[config.mk]
export PLATFORM = sky130hd
export DESIGN_NAME = ika87ad_mcseq
export DESIGN_NICKNAME = d
export VERILOG_FILES = /design/src/rtl/ika87ad_mcseq.sv
export SDC_FILE = /design/constraint.sdc
export NUM_CORES = 1
export LEC_CHECK = 0
export CORE_MARGIN = 2
export CORE_UTILIZATION = 44
export CTS_CLUSTER_DIAMETER = 100
export DETAILED_ROUTE_END_ITERATION = 8
export MAX_ROUTING_LAYER = met4
export PLACE_DENSITY = 0.91
export SYNTH_ARGS = -nofsm -noshare
export SYNTH_HDL_FRONTEND = slang
export SYNTH_SLANG_ARGS = --single-unit
[constraint.sdc]
create_clock -name i_CLK -period 1.8 [get_ports i_CLK]
set_input_delay 0.45 -clock i_CLK [delete_from_list [all_inputs] [get_ports i_CLK]]
set_output_delay 0.45 -clock i_CLK [all_outputs]
set_load 0.05 [all_outputs]
[src/rtl/ika87ad_mcseq.sv]
// ika87ad_mcseq -- microcode sequencer for the IKA87AD core.
//
// Owns the micro-PC (MPC), issues reads to the registered microcode ROM,
// presents each fetched microword to the datapath for one execute cycle and
// dispatches on its 2-bit NEXT field (word[1:0]):
//   00 CONT : MPC+1, read next word
//   01 RD3  : bus read, then MPC+1
//   10 WR   : bus write, then MPC+1
//   11 RD4  : end of instruction, request next opcode
//
// Optional feature: define IKA87AD_MCSEQ_SKIP_EN to let an opcode flagged
// with i_SKIP be dropped in FETCH without touching the ROM (o_SKIP_DONE
// pulses). Undefined: i_SKIP is ignored and o_SKIP_DONE is tied 0.
//
// Ports:
//   i_CLK, i_RST (async, active-high), i_CEN (clock enable)
//   o_FETCH_REQ, i_OPCODE_VALID, i_OPCODE_ADDR, i_SKIP, o_SKIP_DONE : decoder side
//   o_MCROM_READ_TICK, o_MCROM_ADDR, i_MCROM_DATA                   : ROM side
//   o_MC_EXEC, o_MC_WORD                                            : datapath side
//   o_BUS_REQ, o_BUS_WR, i_BUS_ACK                                  : bus unit side
//   o_MPC_WRAP : sticky, MPC incremented past all-ones
module ika87ad_mcseq #(
  parameter int MPC_W = 8,
  parameter int MC_W  = 18
) (
  input  logic             i_CLK,
  input  logic             i_RST,
  input  logic             i_CEN,
  output logic             o_FETCH_REQ,
  input  logic             i_OPCODE_VALID,
  input  logic [MPC_W-1:0] i_OPCODE_ADDR,
  input  logic             i_SKIP,
  output logic             o_SKIP_DONE,
  output logic             o_MCROM_READ_TICK,
  output logic [MPC_W-1:0] o_MCROM_ADDR,
  input  logic [MC_W-1:0]  i_MCROM_DATA,
  output logic             o_MC_EXEC,
  output logic [MC_W-1:0]  o_MC_WORD,
  output logic             o_BUS_REQ,
  output logic             o_BUS_WR,
  input  logic             i_BUS_ACK,
  output logic             o_MPC_WRAP
);

  typedef enum logic [1:0] {
    ST_FETCH   = 2'd0,
    ST_ROMRD   = 2'd1,
    ST_EXEC    = 2'd2,
    ST_BUSWAIT = 2'd3
  } state_t;

  typedef enum logic [1:0] {
    NX_CONT = 2'b00,
    NX_RD3  = 2'b01,
    NX_WR   = 2'b10,
    NX_RD4  = 2'b11
  } next_t;

  state_t           state;
  logic [MPC_W-1:0] mpc;
  logic [MC_W-1:0]  mc_word;
  logic             fetch_req;
  logic             tick_q;
  logic             exec_q;
  logic             bus_req;
  logic             bus_wr;
  logic             mpc_wrap;
  next_t            next_code;
  logic             accept;
  logic [MPC_W-1:0] mpc_inc;
  logic             mpc_at_max;

`ifdef IKA87AD_MCSEQ_SKIP_EN
  logic skip_hit;
  logic skip_q;
`endif

  always_comb begin
    next_code  = next_t'(i_MCROM_DATA[1:0]);
    mpc_inc    = mpc + 1'b1;
    mpc_at_max = &mpc;
`ifdef IKA87AD_MCSEQ_SKIP_EN
    skip_hit   = i_OPCODE_VALID & i_SKIP;
    accept     = i_OPCODE_VALID & ~i_SKIP;
`else
    accept     = i_OPCODE_VALID;
`endif
  end

  always_ff @(posedge i_CLK or posedge i_RST) begin
    if (i_RST) begin
      state     <= ST_FETCH;
      mpc       <= '0;
      mc_word   <= '0;
      fetch_req <= 1'b0;
      tick_q    <= 1'b0;
      exec_q    <= 1'b0;
      bus_req   <= 1'b0;
      bus_wr    <= 1'b0;
      mpc_wrap  <= 1'b0;
`ifdef IKA87AD_MCSEQ_SKIP_EN
      skip_q    <= 1'b0;
`endif
    end else if (i_CEN) begin
      // Single-cycle strobes drop on every enabled edge unless re-armed below.
      tick_q <= 1'b0;
      exec_q <= 1'b0;
`ifdef IKA87AD_MCSEQ_SKIP_EN
      skip_q <= 1'b0;
`endif
      case (state)
        ST_FETCH: begin
`ifdef IKA87AD_MCSEQ_SKIP_EN
          skip_q <= skip_hit;
`endif
          if (accept) begin
            mpc       <= i_OPCODE_ADDR;
            fetch_req <= 1'b0;
            tick_q    <= 1'b1;
            state     <= ST_ROMRD;
          end else begin
            fetch_req <= 1'b1;
          end
        end

        ST_ROMRD: begin
          state <= ST_EXEC;
        end

        // ROM data is valid here; capture it and dispatch on its NEXT field.
        // The word and its exec strobe become visible together after this edge.
        ST_EXEC: begin
          mc_word <= i_MCROM_DATA;
          exec_q  <= 1'b1;
          case (next_code)
            NX_CONT: begin
              mpc    <= mpc_inc;
              if (mpc_at_max) mpc_wrap <= 1'b1;
              tick_q <= 1'b1;
              state  <= ST_ROMRD;
            end
            NX_RD3, NX_WR: begin
              bus_req <= 1'b1;
              bus_wr  <= (next_code == NX_WR);
              state   <= ST_BUSWAIT;
            end
            NX_RD4: begin
              fetch_req <= 1'b1;
              state     <= ST_FETCH;
            end
          endcase
        end

        ST_BUSWAIT: begin
          if (i_BUS_ACK) begin
            bus_req <= 1'b0;
            bus_wr  <= 1'b0;
            mpc     <= mpc_inc;
            if (mpc_at_max) mpc_wrap <= 1'b1;
            tick_q  <= 1'b1;
            state   <= ST_ROMRD;
          end
        end

        default: state <= ST_FETCH;
      endcase
    end
  end

  // Strobe registers hold across disabled cycles, so gate them with i_CEN to
  // keep each pulse exactly one enabled cycle wide.
  assign o_MCROM_READ_TICK = tick_q & i_CEN;
  assign o_MC_EXEC         = exec_q & i_CEN;
  assign o_MCROM_ADDR      = mpc;
  assign o_MC_WORD         = mc_word;
  assign o_FETCH_REQ       = fetch_req;
  assign o_BUS_REQ         = bus_req;
  assign o_BUS_WR          = bus_wr;
  assign o_MPC_WRAP        = mpc_wrap;

`ifdef IKA87AD_MCSEQ_SKIP_EN
  assign o_SKIP_DONE = skip_q & i_CEN;
`else
  // Skip feature absent: the flag is read but never acted upon.
  assign o_SKIP_DONE = i_SKIP & 1'b0;
`endif

endmodule

==> results of run 1 <==
[per-layer routing]
| metal | up-vias | global-route usage (%) | wire length (microns) | share of wire [%] |
|---|---|---|---|---|
| met5 | - | - | 0 | 0 |
| li1 | 715 | - | - | - |
| met2 | 51 | 31.4 | 2030 | 51 |
| met4 | 0 | 8.16 | 59 | 1.5 |
| met1 | 710 | 20.7 | 1590 | 40 |
| met3 | 7 | 4.33 | 270 | 6.8 |
[sequential cells by signal (all words and copies together) (netlist names)]
signal        flops
o_BUS_REQ         1
tick_q            1
o_MC_WORD        18
o_MCROM_ADDR      8
o_MPC_WRAP        1
exec_q            1
o_BUS_WR          1
state             2
o_FETCH_REQ       1
[worst min path at each step]
| stage | from | endpoint | slack [ps] |
|---|---|---|---|
| after floorplan | exec_q | exec_q | 470 |
| after global routing | i_MCROM_DATA[1] | o_MC_WORD[1] | 490 |
| after global placement | o_MPC_WRAP | o_MPC_WRAP | 460 |
| after detailed placement | o_MPC_WRAP | o_MPC_WRAP | 470 |
| final | o_MPC_WRAP | o_MPC_WRAP | 480 |
| after CTS | o_MPC_WRAP | o_MPC_WRAP | 490 |
[logic make-up (layout without fill, tap and decap cells)]
logic type               Yosys count  in the layout  synth area share [%]
AND/OR/NAND/NOR                   38             38                  10.7
other                              1              1                 0.212
multiplexers                      22             22                  13.8
adder cells (fa/ha/maj)           12             12                  8.47
flip-flops                        34             34                  48.0
AO/OA/AOI/OAI                     33             33                  13.5
buffers and inverters             17             95                  5.29
[power groups by stage]
stage | combinational (mW) | sequential (mW) | clock [mW]
global route | 3.61 | 1.49 | 0.612
finish | 3.37 | 1.45 | 0.572
detailed placement | 3.27 | 1.45 | 0
global placement | 3.20 | 1.42 | 0
floorplan | 1.12 | 2.52 | 0
CTS | 3.32 | 1.44 | 0.592
[cells in the final DEF, fill, tap and decap left out, types with 4 or more instances in the layout]
cell,instances
dfrtp_1,32
a21oi_1,4
mux2_2,20
buf_12,6
inv_1,8
nand2_1,10
clkbuf_8,6
buf_4,41
o21ai_0,10
a2bb2oi_1,5
nor2_1,4
nor3_1,4
ha_1,10
clkdlybuf4s50_1,27
[what timing repair did]
action	in CTS	in global routing
resized for setup	4	13
hold buffers	0	0
endpoints found under the setup margin	9	12
pin swaps	0	1
[stage by stage]
| step | instance area (sq um) | setup slack, ps | utilization [%] |
|---|---|---|---|
| after floorplan | 1770 | 203 | - |
| after global placement | 2510 | -330 | 63.6 |
| after detailed placement | 2510 | -375 | 63.6 |
| after CTS | 2610 | 1.48 | 66.2 |
| after global routing | 2650 | 11.2 | 67.2 |
| final | 2650 | 120 | 67.2 |
[area by class of cell]
class	count	share of cell area, %
clock buffers	7	3.26
repair buffers	77	27.6
flip-flops and latches	34	32.2
inverters	10	1.42
clock inverters	1	0.189
well taps	50	2.36
multi-input cells	106	32.9
==> report_table.html, run 1 <==
<table>
<tr><th>Metric</th><th>Value</th></tr>
<tr><th colspan="2">GRT</th></tr>
<tr><td>Vias in the first global route</td><td>~1.4k</td></tr>
<tr><td>Maximum number of pins on one net before global-route repair</td><td>35</td></tr>
<tr><td>Aggregate global routing overflow</td><td>0</td></tr>
<tr><td>Antenna violations before repair</td><td>0</td></tr>
<tr><td>Overall fraction of global-route tracks in use</td><td>~19%</td></tr>
<tr><td>Global-route wire length before repair</td><td>roughly 6.1 mm</td></tr>
<tr><th colspan="2">Clock network</th></tr>
<tr><td>Max Buffers Root-to-Sink</td><td>2</td></tr>
<tr><td>Clock root buffer</td><td>clkbuf_8</td></tr>
<tr><td>Clock H-tree levels</td><td>2</td></tr>
<tr><td>Post-CTS Repair Setup Buffers</td><td>0</td></tr>
<tr><td>Number of sinks on the clock net</td><td>34</td></tr>
<tr><td>Clock tree from TritonCTS</td><td>yes</td></tr>
<tr><td>Clock-pin slew on the worst setup and hold paths</td><td>70 ps</td></tr>
<tr><td>CTS Buf Count</td><td>5</td></tr>
<tr><td>Clock Latency Late Sink</td><td>between 200 and 300 ps</td></tr>
<tr><th colspan="2">Critical path</th></tr>
<tr><td>WP depth</td><td>7</td></tr>
<tr><td>Flop-to-flop setup slack</td><td>about 120 ps</td></tr>
<tr><td>Count of buffering cells on the critical path with inverters included</td><td>3</td></tr>
<tr><td>Number of cells traversed by the worst register-to-register path</td><td>7</td></tr>
<tr><td>Endpoint class of the critical path</td><td>flop</td></tr>
<tr><td>Cell type group with the largest total delay on the critical path</td><td>compound AO/OA/AOI/OAI gates</td></tr>
<tr><td>R2R Path Start</td><td>state[1]</td></tr>
<tr><td>Crit path launch type</td><td>flop</td></tr>
<tr><td>Worst setup path startpoint</td><td>state[1]</td></tr>
<tr><td>CP endpoint</td><td>o_MCROM_ADDR[0]</td></tr>
<tr><td>Class of the most critical setup path</td><td>reg -&gt; reg</td></tr>
<tr><td>Cell occurring most often along the worst timing path</td><td>inv_1</td></tr>
<tr><td>Cell type of the slowest stage on the worst timing path</td><td>dfrtp_2</td></tr>
<tr><td>Arrival time reported for the critical path endpoint</td><td>~1900 ps</td></tr>
<tr><td>Data required time of the critical path</td><td>roughly 2000 ps</td></tr>
<tr><td>Worst R2R End</td><td>o_MCROM_ADDR[0]</td></tr>
<tr><td>CP Cell Sequence</td><td>inv_1 -&gt; ha_1 -&gt; inv_1 -&gt; o221ai_4 -&gt; buf_4 -&gt; nor3_1 -&gt; a211o_1</td></tr>
<tr><td>Max stage delay on crit path</td><td>roughly 450 ps</td></tr>
<tr><td>Top fanout value on the critical path</td><td>7</td></tr>
<tr><th colspan="2">Floorplan</th></tr>
<tr><td>Full die area</td><td>0.00455 sq mm</td></tr>
<tr><td>FP Rows</td><td>23</td></tr>
<tr><td>Total I/O pin count</td><td>65</td></tr>
<tr><td>Initial core utilization</td><td>roughly 45%</td></tr>
<tr><td>Core box area</td><td>slightly below 0.004 sq mm</td></tr>
<tr><td>Height of the chip</td><td>a little under 70 microns</td></tr>
<tr><td>Horizontal die dimension</td><td>between 60 and 70 microns</td></tr>
<tr><th colspan="2">Power</th></tr>
<tr><td>Switching part of the total power</td><td>between 40% and 50%</td></tr>
<tr><td>Logic gate share of total power</td><td>between 60% and 70%</td></tr>
<tr><td>Power density over the cells</td><td>2040 mW/mm^2</td></tr>
<tr><td>Power Internal</td><td>2.76 mW</td></tr>
<tr><td>Total Power</td><td>5.39 mW</td></tr>
<tr><td>Leakage power summed over all cells</td><td>~1.3 nW</td></tr>
<tr><td>Peak VDD IR</td><td>1.10 mV</td></tr>
<tr><td>Portion of total power attributed to the clock network</td><td>10.6%</td></tr>
<tr><td>Power share of the sequential group</td><td>a little over a quarter</td></tr>
<tr><td>Switching power summed over all nets</td><td>~2.6 mW</td></tr>
<tr><th colspan="2">Finish</th></tr>
<tr><td>Filler Cells Inserted</td><td>approximately 300</td></tr>
<tr><td>Area of all sequential standard cells</td><td>~850 sq um</td></tr>
<tr><td>Antenna diode count</td><td>0</td></tr>
<tr><td>Area taken by multi-input logic gates</td><td>between 800 and 900 sq um</td></tr>
<tr><td>Layout overhead on the synthesized area</td><td>49.3%</td></tr>
<tr><td>Post-route insts no fill</td><td>285</td></tr>
<tr><td>Layout cells sized above 1</td><td>38.3%</td></tr>
<tr><td>Total Nets Final</td><td>278</td></tr>
<tr><th colspan="2">Drt</th></tr>
<tr><td>Length of the first detailed-routing pass in iterations</td><td>4</td></tr>
<tr><td>Initial detailed-routing violation count</td><td>between 90 and 100</td></tr>
<tr><td>Total detailed-routing wirelength</td><td>~4.0 mm</td></tr>
<tr><td>Vias per cell</td><td>between 5 and 6</td></tr>
<tr><td>Via Count</td><td>about 1.5k</td></tr>
<tr><td>Drt drc</td><td>0</td></tr>
<tr><td>Remaining antenna violation count after routing</td><td>0</td></tr>
<tr><td>DR WL/cell</td><td>roughly 14 microns</td></tr>
<tr><th colspan="2">STA</th></tr>
<tr><td>Worst clock skew on the final layout</td><td>7.61 ps</td></tr>
<tr><td>Unrepaired setup endpoints after global routing</td><td>no</td></tr>
<tr><td>Fmax achieved</td><td>between 500 and 600 MHz</td></tr>
<tr><td>Period Utilization, post-route</td><td>between 90% and 100%</td></tr>
<tr><td>Clock period minus worst slack</td><td>roughly 1700 ps</td></tr>
<tr><td>Hold Fails Final Rpt</td><td>0</td></tr>
<tr><td>Total negative setup slack</td><td>0 ps</td></tr>
<tr><td>Total count of max-transition violations in the final report</td><td>0</td></tr>
<tr><td>Setup-violating endpoint count in the final report</td><td>0</td></tr>
<tr><td>WHS</td><td>between 400 and 500 ps</td></tr>
<tr><th colspan="2">Logic synthesis</th></tr>
<tr><td>Area of the mapped netlist</td><td>approximately 0.0018 sq mm</td></tr>
<tr><td>Leading register cell type out of synthesis</td><td>dfrtp_1</td></tr>
<tr><td>Biggest area consumer among synthesized cells</td><td>dfrtp_1</td></tr>
<tr><td>Most common cell in the netlist</td><td>dfrtp_1</td></tr>
<tr><td>Net Count, Synth</td><td>between 200 and 250</td></tr>
<tr><td>Average instance area after synthesis</td><td>roughly 11 sq um</td></tr>
<tr><td>Instance count of the mapped netlist</td><td>~160</td></tr>
<tr><td>Unique masters post-synth</td><td>36</td></tr>
<tr><td>FFs w/ async S/R, synth</td><td>100%</td></tr>
<tr><td>Synth area leaders</td><td>dfrtp_1 48%, mux2_2 13%, ha_1 8.5%, a2bb2oi_1 3.0%, o21ai_0 2.8%</td></tr>
<tr><td>Register bit total from synthesis</td><td>34</td></tr>
<tr><td>Number of warnings printed during yosys synthesis</td><td>0</td></tr>
<tr><td>Synth cell count leaders</td><td>34 x dfrtp_1, 20 x mux2_2, 12 x ha_1</td></tr>
<tr><td>Fraction of synthesized cell area taken by the top area cell type</td><td>between 40% and 50%</td></tr>
<tr><td>Number of flops mapped to enable cells by yosys</td><td>0</td></tr>
<tr><td>Register area share after synthesis</td><td>48.0%</td></tr>
<tr><th colspan="2">Run status</th></tr>
<tr><td>Result of the run</td><td>completed</td></tr>
<tr><th colspan="2">Min path</th></tr>
<tr><td>Class of the worst hold path</td><td>reg -&gt; reg</td></tr>
<tr><td>Count of cells along the worst hold path</td><td>1</td></tr>
<tr><th colspan="2">Placed design</th></tr>
<tr><td>Port buffer count</td><td>between 60 and 70</td></tr>
<tr><td>Half-perimeter wire length after placement</td><td>2.95 mm</td></tr>
<tr><td>Placed Cells</td><td>between 200 and 300</td></tr>
<tr><td>Routability congestion estimate</td><td>0.849</td></tr>
<tr><th colspan="2">Run</th></tr>
<tr><td>Max cap viols</td><td>0</td></tr>
</table>
(Power assumes the default switching activity.)
==> run 2, diff against run 1 <==
--- a/config.mk
+++ b/config.mk
@@ -6,11 +6,13 @@
 export NUM_CORES = 1
 export LEC_CHECK = 0
 export CORE_MARGIN = 2
-export CORE_UTILIZATION = 44
+export CORE_UTILIZATION = 55
 export CTS_CLUSTER_DIAMETER = 100
 export DETAILED_ROUTE_END_ITERATION = 8
+export DONT_BUFFER_PORTS = 1
 export MAX_ROUTING_LAYER = met4
-export PLACE_DENSITY = 0.91
+export PLACE_DENSITY = 0.82
 export SYNTH_ARGS = -nofsm -noshare
 export SYNTH_HDL_FRONTEND = slang
 export SYNTH_SLANG_ARGS = --single-unit
+export TNS_END_PERCENT = 10
==> run 2 against run 1 <==
Net effect: global-route usage is 2.7 points higher; die area down 19%; non-clock buffer count shrank 60; routed wire length down 7.7%; cell area fell by 24%; critical path depth unchanged; clock skew is 14 ps higher; critical path type unchanged; worst setup slack worse by 26 ps; register-to-register slack lost 30 ps; clock-buffer cell count down 1; via count down 15%.
==> report_table.html, run 2 (same netlist as run 1, synthesis figures left out) <==
<table>
<tr><th>Metric</th><th>Value</th></tr>
<tr><th colspan="2">Finish</th></tr>
<tr><td>Number of flip-flops under the largest register name</td><td>18 (unchanged)</td></tr>
<tr><td>Layout cells sized above 1</td><td>29.3% (was 38.3%)</td></tr>
<tr><td>Post-layout instance area</td><td>0.00201 sq mm (was 0.00265 sq mm)</td></tr>
<tr><td>Most common cell after layout, fill and taps aside</td><td>dfrtp_1 (was buf_4)</td></tr>
<tr><td>End-of-flow core utilization</td><td>65.9% (was 67.2%)</td></tr>
<tr><td>Antenna diode count</td><td>0 (unchanged)</td></tr>
<tr><td>Most frequent cells in the layout</td><td>33 x dfrtp_1, 20 x mux2_2, 16 x buf_4 (was 41 x buf_4, 32 x dfrtp_1, 27 x clkdlybuf4s50_1)</td></tr>
<tr><td>Layout overhead on the synthesized area</td><td>13.5% (was 49.3%)</td></tr>
<tr><td>Total Nets Final</td><td>218 (was 278)</td></tr>
<tr><th colspan="2">GRT</th></tr>
<tr><td>Global-route wire length before repair</td><td>5.51 mm (was 6.15 mm)</td></tr>
<tr><td>Vias in the first global route</td><td>1231 (was 1432)</td></tr>
<tr><td>Overall fraction of global-route tracks in use</td><td>21.2% (was 18.5%)</td></tr>
<tr><td>Antenna violations before repair</td><td>0 (unchanged)</td></tr>
<tr><td>Aggregate global routing overflow</td><td>0 (unchanged)</td></tr>
<tr><td>Maximum number of pins on one net before global-route repair</td><td>21 (was 35)</td></tr>
<tr><th colspan="2">Critical path</th></tr>
<tr><td>Count of buffering cells on the critical path with inverters included</td><td>3 (unchanged)</td></tr>
<tr><td>Endpoint class of the critical path</td><td>flop (unchanged)</td></tr>
<tr><td>Cell type of the slowest stage on the worst timing path</td><td>dfrtp_1 (was dfrtp_2)</td></tr>
<tr><td>Flop-to-flop setup slack</td><td>90 ps (was 120 ps)</td></tr>
<tr><td>Max stage delay on crit path</td><td>410 ps (was 450 ps)</td></tr>
<tr><td>Crit path launch type</td><td>flop (unchanged)</td></tr>
<tr><td>Number of cells traversed by the worst register-to-register path</td><td>7 (unchanged)</td></tr>
<tr><td>CP Cell Sequence</td><td>buf_4 -&gt; ha_1 -&gt; inv_1 -&gt; o221ai_4 -&gt; buf_4 -&gt; nor3_1 -&gt; a2bb2oi_1 (was inv_1 -&gt; ha_1 -&gt; inv_1 -&gt; o221ai_4 -&gt; buf_4 -&gt; nor3_1 -&gt; a211o_1)</td></tr>
<tr><td>Top fanout value on the critical path</td><td>8 (was 7)</td></tr>
<tr><td>Class of the most critical setup path</td><td>reg -&gt; reg (unchanged)</td></tr>
<tr><td>R2R Path Start</td><td>state[0] (was state[1])</td></tr>
<tr><td>Cell type group with the largest total delay on the critical path</td><td>buffers and inverters (was compound AO/OA/AOI/OAI gates)</td></tr>
<tr><td>Arrival time reported for the critical path endpoint</td><td>1970 ps (was 1850 ps)</td></tr>
<tr><td>Worst R2R End</td><td>o_MCROM_ADDR[5] (was o_MCROM_ADDR[0])</td></tr>
<tr><td>Cell occurring most often along the worst timing path</td><td>buf_4 (was inv_1)</td></tr>
<tr><td>Data required time of the critical path</td><td>2070 ps (was 1970 ps)</td></tr>
<tr><th colspan="2">Drt</th></tr>
<tr><td>Remaining antenna violation count after routing</td><td>0 (unchanged)</td></tr>
<tr><td>Vias per cell</td><td>5.78 (was 5.20)</td></tr>
<tr><td>Drt drc</td><td>0 (unchanged)</td></tr>
<tr><td>Initial detailed-routing violation count</td><td>59 (was 94)</td></tr>
<tr><td>Length of the first detailed-routing pass in iterations</td><td>4 (unchanged)</td></tr>
<tr><td>DR WL/cell</td><td>16.7 microns (was 13.9 microns)</td></tr>
<tr><td>Total detailed-routing wirelength</td><td>3.65 mm (was 3.95 mm)</td></tr>
<tr><td>Via Count</td><td>1260 (was 1483)</td></tr>
<tr><th colspan="2">Floorplan</th></tr>
<tr><td>Total I/O pin count</td><td>65 (unchanged)</td></tr>
<tr><td>Core box area</td><td>0.00305 sq mm (was 0.00394 sq mm)</td></tr>
<tr><td>Initial core utilization</td><td>58.1% (was 45.0%)</td></tr>
<tr><td>Height of the chip</td><td>60.8 microns (was 67.5 microns)</td></tr>
<tr><td>Full die area</td><td>0.00369 sq mm (was 0.00455 sq mm)</td></tr>
<tr><td>Horizontal die dimension</td><td>60.8 microns (was 67.5 microns)</td></tr>
<tr><td>FP Rows</td><td>20 (was 23)</td></tr>
<tr><th colspan="2">Clock network</th></tr>
<tr><td>Clock Latency Late Sink</td><td>340 ps (was 280 ps)</td></tr>
<tr><td>Max Buffers Root-to-Sink</td><td>2 (unchanged)</td></tr>
<tr><td>Number of sinks on the clock net</td><td>34 (unchanged)</td></tr>
<tr><td>Clock root buffer</td><td>clkbuf_4 (was clkbuf_8)</td></tr>
<tr><td># hold bufs at CTS</td><td>0 (unchanged)</td></tr>
<tr><td>Clock-pin slew on the worst setup and hold paths</td><td>110 ps (was 70 ps)</td></tr>
<tr><td>CTS Buf Count</td><td>5 (unchanged)</td></tr>
<tr><td>Clock tree from TritonCTS</td><td>yes (unchanged)</td></tr>
<tr><td>Clock H-tree levels</td><td>2 (unchanged)</td></tr>
<tr><th colspan="2">Placed design</th></tr>
<tr><td>Standard cell area after detailed placement</td><td>0.00190 sq mm (was 0.00251 sq mm)</td></tr>
<tr><td>Port buffer count</td><td>0 (was 62)</td></tr>
<tr><td>Half-perimeter wire length after placement</td><td>2.83 mm (was 2.95 mm)</td></tr>
<tr><td>Routability congestion estimate</td><td>0.830 (was 0.849)</td></tr>
<tr><th colspan="2">Min path</th></tr>
<tr><td>Class of the worst hold path</td><td>in -&gt; async (was reg -&gt; reg)</td></tr>
<tr><th colspan="2">STA</th></tr>
<tr><td>Worst clock skew on the final layout</td><td>21.3 ps (was 7.61 ps)</td></tr>
<tr><td>Unrepaired setup endpoints after global routing</td><td>yes (was no)</td></tr>
<tr><td>Slew @ Worst Pin</td><td>approximately 570 ps</td></tr>
<tr><td>Setup-violating endpoint count in the final report</td><td>0 (unchanged)</td></tr>
<tr><td>Clock period minus worst slack</td><td>1710 ps (was 1680 ps)</td></tr>
<tr><td>Fmax achieved</td><td>586 MHz (was 595 MHz)</td></tr>
<tr><td>Hold Fails Final Rpt</td><td>0 (unchanged)</td></tr>
<tr><td>Period Utilization, post-route</td><td>94.7% (was 93.3%)</td></tr>
<tr><td>Worst-case headroom to the max-slew limit</td><td>62.0%</td></tr>
<tr><td>Total count of max-transition violations in the final report</td><td>0 (unchanged)</td></tr>
<tr><th colspan="2">Run</th></tr>
<tr><td>Max cap viols</td><td>0 (unchanged)</td></tr>
<tr><th colspan="2">Run status</th></tr>
<tr><td>Result of the run</td><td>completed (unchanged)</td></tr>
</table>
## run 2: cell types whose count changed in the layout (fill, tap and decap cells not counted), sizes merged
cell and change:
clkdlybuf4s50 -27, clkbuf -1, buf -30, dlygate4sd2 -1
bufinv +1, dlymetal6s2s -2, clkinv -1
## run 2: per-layer routing
| metal | routed length [microns] | global-route usage [%] |
|---|---|---|
| met3 | 240 | 7.46 |
| met4 | 56 | 7.76 |
| met1 | 1410 | 21.8 |
| met2 | 1940 | 37.2 |
| met5 | 0 | - |
## run 2: cell type report
class                           instances  area (sq um)
Clock buffer                            6          51.3
Clock inverter                          1          30.0
Fill cell                             245          1040
Inverter                               10          37.5
Multi-Input combinational cell        106           847
Sequential cell                        34           852
Tap cell                               44          55.1
Timing Repair Buffer                   17           140
## run 2: timing repair
item                       in CTS  in global routing
gates resized for setup         0                  6
setup buffers                   0                  1
setup endpoints to repair       0                  8
hold endpoints to repair        0                  0
## run 2: how the worst max path moves through the flow
stage                     from              end  slack [ps]  depth (start not counted)
2_1_floorplan  o_MCROM_ADDR[0]  o_MCROM_ADDR[6]         200                          5
4_1_cts               state[0]  o_MCROM_ADDR[0]          50                          6
6_report              state[0]  o_MCROM_ADDR[5]          90                          7
3_5_place_dp          state[0]  o_MCROM_ADDR[0]          60                          6
5_1_grt               state[0]  o_MCROM_ADDR[7]         -40                          7
3_3_place_gp          state[1]  o_MCROM_ADDR[5]         130                          7
## run 2: per-stage QoR
stage	setup TNS, ps	hold WS (ps)	instances	setup slack (ps)
final	0	25.2	218	94.5
after CTS	0	21.0	217	53.0
after global routing	-135	35.5	218	-37.2
after detailed placement	0	402	210	59.3
after global placement	0	388	210	128
after floorplan	0	472	157	203
Power of run 2 is not shown: default switching activity piles up to over one toggle a cycle in this logic, so the estimate is an artifact.
==> run 3, diff against run 2 <==
--- a/config.mk
+++ b/config.mk
@@ -12,6 +12,7 @@
 export DONT_BUFFER_PORTS = 1
 export MAX_ROUTING_LAYER = met4
 export PLACE_DENSITY = 0.82
+export RECOVER_POWER = 100
 export SYNTH_ARGS = -nofsm -noshare
 export SYNTH_HDL_FRONTEND = slang
 export SYNTH_SLANG_ARGS = --single-unit
==> run 3 against run 2 <==
Net effect: register-to-register slack barely moved; clock-buffer cell count did not move; worst hold slack improved by 220 ps; via count barely moved; flip-flop and latch count did not move; critical path type unchanged; final cell count did not move; maximum frequency barely moved; clock skew barely moved; sequential share of layout area rose by 0.53 points; highest routed layer unchanged; utilization fell by 0.82 points; critical path depth fell by 1; cell area fell by 1.2%.
==> report_table.html, run 3 (same netlist as run 1, synthesis figures left out) <==
<table>
<tr><th>Metric</th><th>Value</th></tr>
<tr><th colspan="2">Run status</th></tr>
<tr><td>Result of the run</td><td>completed (unchanged)</td></tr>
<tr><th colspan="2">GRT</th></tr>
<tr><td>Overall fraction of global-route tracks in use</td><td>21.2% (unchanged)</td></tr>
<tr><td>Maximum number of pins on one net before global-route repair</td><td>21 (unchanged)</td></tr>
<tr><td>Aggregate global routing overflow</td><td>0 (unchanged)</td></tr>
<tr><td>Antenna violations before repair</td><td>0 (unchanged)</td></tr>
<tr><td>Vias in the first global route</td><td>1231 (unchanged)</td></tr>
<tr><td>Global-route wire length before repair</td><td>5.51 mm (unchanged)</td></tr>
<tr><th colspan="2">Critical path</th></tr>
<tr><td>CP Cell Sequence</td><td>buf_4 -&gt; ha_1 -&gt; inv_1 -&gt; o221ai_4 -&gt; or2_1 -&gt; a211o_1 (was buf_4 -&gt; ha_1 -&gt; inv_1 -&gt; o221ai_4 -&gt; buf_4 -&gt; nor3_1 -&gt; a2bb2oi_1)</td></tr>
<tr><td>Max stage delay on crit path</td><td>410 ps (about the same)</td></tr>
<tr><td>Cell type of the slowest stage on the worst timing path</td><td>dfrtp_1 (unchanged)</td></tr>
<tr><td>Endpoint class of the critical path</td><td>flop (unchanged)</td></tr>
<tr><td>Data required time of the critical path</td><td>2040 ps (was 2070 ps)</td></tr>
<tr><td>Arrival time reported for the critical path endpoint</td><td>1950 ps (was 1970 ps)</td></tr>
<tr><td>Top fanout value on the critical path</td><td>8 (unchanged)</td></tr>
<tr><td>Class of the most critical setup path</td><td>reg -&gt; reg (unchanged)</td></tr>
<tr><td>Crit path launch type</td><td>flop (unchanged)</td></tr>
<tr><th colspan="2">Floorplan</th></tr>
<tr><td>FP Rows</td><td>20 (unchanged)</td></tr>
<tr><td>Full die area</td><td>0.00369 sq mm (unchanged)</td></tr>
<tr><td>Total I/O pin count</td><td>65 (unchanged)</td></tr>
<tr><td>Horizontal die dimension</td><td>60.8 microns (unchanged)</td></tr>
<tr><td>Core box area</td><td>0.00305 sq mm (unchanged)</td></tr>
<tr><td>Height of the chip</td><td>60.8 microns (unchanged)</td></tr>
<tr><td>Initial core utilization</td><td>58.1% (unchanged)</td></tr>
<tr><th colspan="2">STA</th></tr>
<tr><td>Worst-case headroom to the max-slew limit</td><td>40.7% (was 62.0%)</td></tr>
<tr><td>Worst clock skew on the final layout</td><td>21.0 ps (was 21.3 ps)</td></tr>
<tr><td>Hold Fails Final Rpt</td><td>0 (unchanged)</td></tr>
<tr><td>WHS</td><td>248 ps (was 25.2 ps)</td></tr>
<tr><td>Total count of max-transition violations in the final report</td><td>0 (unchanged)</td></tr>
<tr><td>Setup-violating endpoint count in the final report</td><td>0 (unchanged)</td></tr>
<tr><td>Clock period minus worst slack</td><td>1700 ps (was 1710 ps)</td></tr>
<tr><td>Slew @ Worst Pin</td><td>890 ps (was 570 ps)</td></tr>
<tr><td>Period Utilization, post-route</td><td>94.7% (about the same)</td></tr>
<tr><td>Total negative setup slack</td><td>0 ps (unchanged)</td></tr>
<tr><td>Unrepaired setup endpoints after global routing</td><td>yes (unchanged)</td></tr>
<tr><td>Fmax achieved</td><td>587 MHz (was 586 MHz)</td></tr>
<tr><th colspan="2">Clock network</th></tr>
<tr><td>Clock H-tree levels</td><td>2 (unchanged)</td></tr>
<tr><td>Clock tree from TritonCTS</td><td>yes (unchanged)</td></tr>
<tr><td>CTS Buf Count</td><td>5 (unchanged)</td></tr>
<tr><td>Number of sinks on the clock net</td><td>34 (unchanged)</td></tr>
<tr><td>Clock Latency Late Sink</td><td>340 ps (about the same)</td></tr>
<tr><td># hold bufs at CTS</td><td>0 (unchanged)</td></tr>
<tr><td>Max Buffers Root-to-Sink</td><td>2 (unchanged)</td></tr>
<tr><td>Clock-pin slew on the worst setup and hold paths</td><td>110 ps (about the same)</td></tr>
<tr><td>Clock root buffer</td><td>clkbuf_4 (unchanged)</td></tr>
<tr><th colspan="2">Placed design</th></tr>
<tr><td>Port buffer count</td><td>0 (unchanged)</td></tr>
<tr><td>Routability congestion estimate</td><td>0.830 (unchanged)</td></tr>
<tr><td>Half-perimeter wire length after placement</td><td>2.83 mm (unchanged)</td></tr>
<tr><th colspan="2">Drt</th></tr>
<tr><td>Routed wire length on met3</td><td>226 microns (was 240 microns)</td></tr>
<tr><td>Length of the first detailed-routing pass in iterations</td><td>4 (unchanged)</td></tr>
<tr><td>Length of routed wiring on met1</td><td>1.41 mm (about the same)</td></tr>
<tr><td>Highest routed metal layer</td><td>met4 (unchanged)</td></tr>
<tr><td>Initial detailed-routing violation count</td><td>30 (was 59)</td></tr>
<tr><td>Via Count</td><td>1261 (was 1260)</td></tr>
<tr><td>Remaining antenna violation count after routing</td><td>0 (unchanged)</td></tr>
<tr><td>Drt drc</td><td>0 (unchanged)</td></tr>
<tr><td>DR WL/cell</td><td>16.7 microns (about the same)</td></tr>
<tr><td>Met2 Wirelength</td><td>1.95 mm (was 1.94 mm)</td></tr>
<tr><td>Vias per cell</td><td>5.78 (about the same)</td></tr>
<tr><td>Total detailed-routing wirelength</td><td>3.63 mm (was 3.65 mm)</td></tr>
<tr><th colspan="2">Finish</th></tr>
<tr><td>Filler Cells Inserted</td><td>251 (was 245)</td></tr>
<tr><td>Most common cell after layout, fill and taps aside</td><td>dfrtp_1 (unchanged)</td></tr>
<tr><td>Layout cells sized above 1</td><td>28.2% (was 29.3%)</td></tr>
<tr><td>Number of flip-flops under the largest register name</td><td>18 (unchanged)</td></tr>
<tr><td>Total Nets Final</td><td>218 (unchanged)</td></tr>
<tr><td>Layout overhead on the synthesized area</td><td>12.1% (was 13.5%)</td></tr>
<tr><td>Most frequent cells in the layout</td><td>33 x dfrtp_1, 20 x mux2_2, 11 x ha_1 (was 33 x dfrtp_1, 20 x mux2_2, 16 x buf_4)</td></tr>
<tr><td>Antenna diode count</td><td>0 (unchanged)</td></tr>
<tr><td>Area of all sequential standard cells</td><td>852 sq um (unchanged)</td></tr>
<tr><td>Area taken by multi-input logic gates</td><td>847 sq um (unchanged)</td></tr>
<tr><th colspan="2">Min path</th></tr>
<tr><td>Class of the worst hold path</td><td>in -&gt; reg (was in -&gt; async)</td></tr>
<tr><th colspan="2">Run</th></tr>
<tr><td>Max cap viols</td><td>0 (unchanged)</td></tr>
</table>
run 3: per-layer routing:
layer	GRT usage, %	vias to the layer above
li1	-	595
met1	21.8	607
met2	37.2	52
met3	7.46	7
met4	7.76	0
met5	-	-
run 3: area by class of cell:
class,count,area share [%]
clock buffer,6,2.58
clock inverter,1,1.51
inverter,10,1.89
multi-input combinational,106,42.6
sequential,34,42.9
tap,44,2.77
timing repair buffer,17,5.79
run 3: critical path: cells and delay by family (launching register included):
family                     cells  cell delay [ps]
AOI/OAI and AO/OA              2              440
DFF                            1              410
and+or+nand+nor                1              280
buffers and inverters          2              270
adders and majority gates      1              210
run 3: path summary, 6_finish.rpt:
kind / startpoint / end / slack (ps) / cells after the start
worst max-delay path: state[0] / o_MCROM_ADDR[0] / 100 / 6
worst min-delay path: i_MCROM_DATA[4] / o_MC_WORD[4] / 250 / 1
worst max register to register: state[0] / o_MCROM_ADDR[0] / 100 / 6
worst min register to register: tick_q / tick_q / 510 / 1
max in group asynchronous: i_RST / state[1] / 940 / 2
min in group asynchronous: i_RST / o_FETCH_REQ / 270 / 2
run 3: timing repair:
action | CTS | global route
resized for setup | 0 | 6
endpoints found under the hold margin | 0 | 0
buffers inserted | 0 | 1
setup endpoints to repair | 0 | 8
run 3: metrics by stage:
stage	instances	setup WS, ps	utilization, %	cell area, sq um
2_1_floorplan	157	203	-	1770
3_5_place_dp	210	59.3	62.4	1900
4_1_cts	217	53.0	65.0	1990
6_report	218	95.2	65.1	1990
3_3_place_gp	210	128	62.4	1900
5_1_grt	218	-37.2	65.1	1990
Power of run 3 is left out for the same reason.
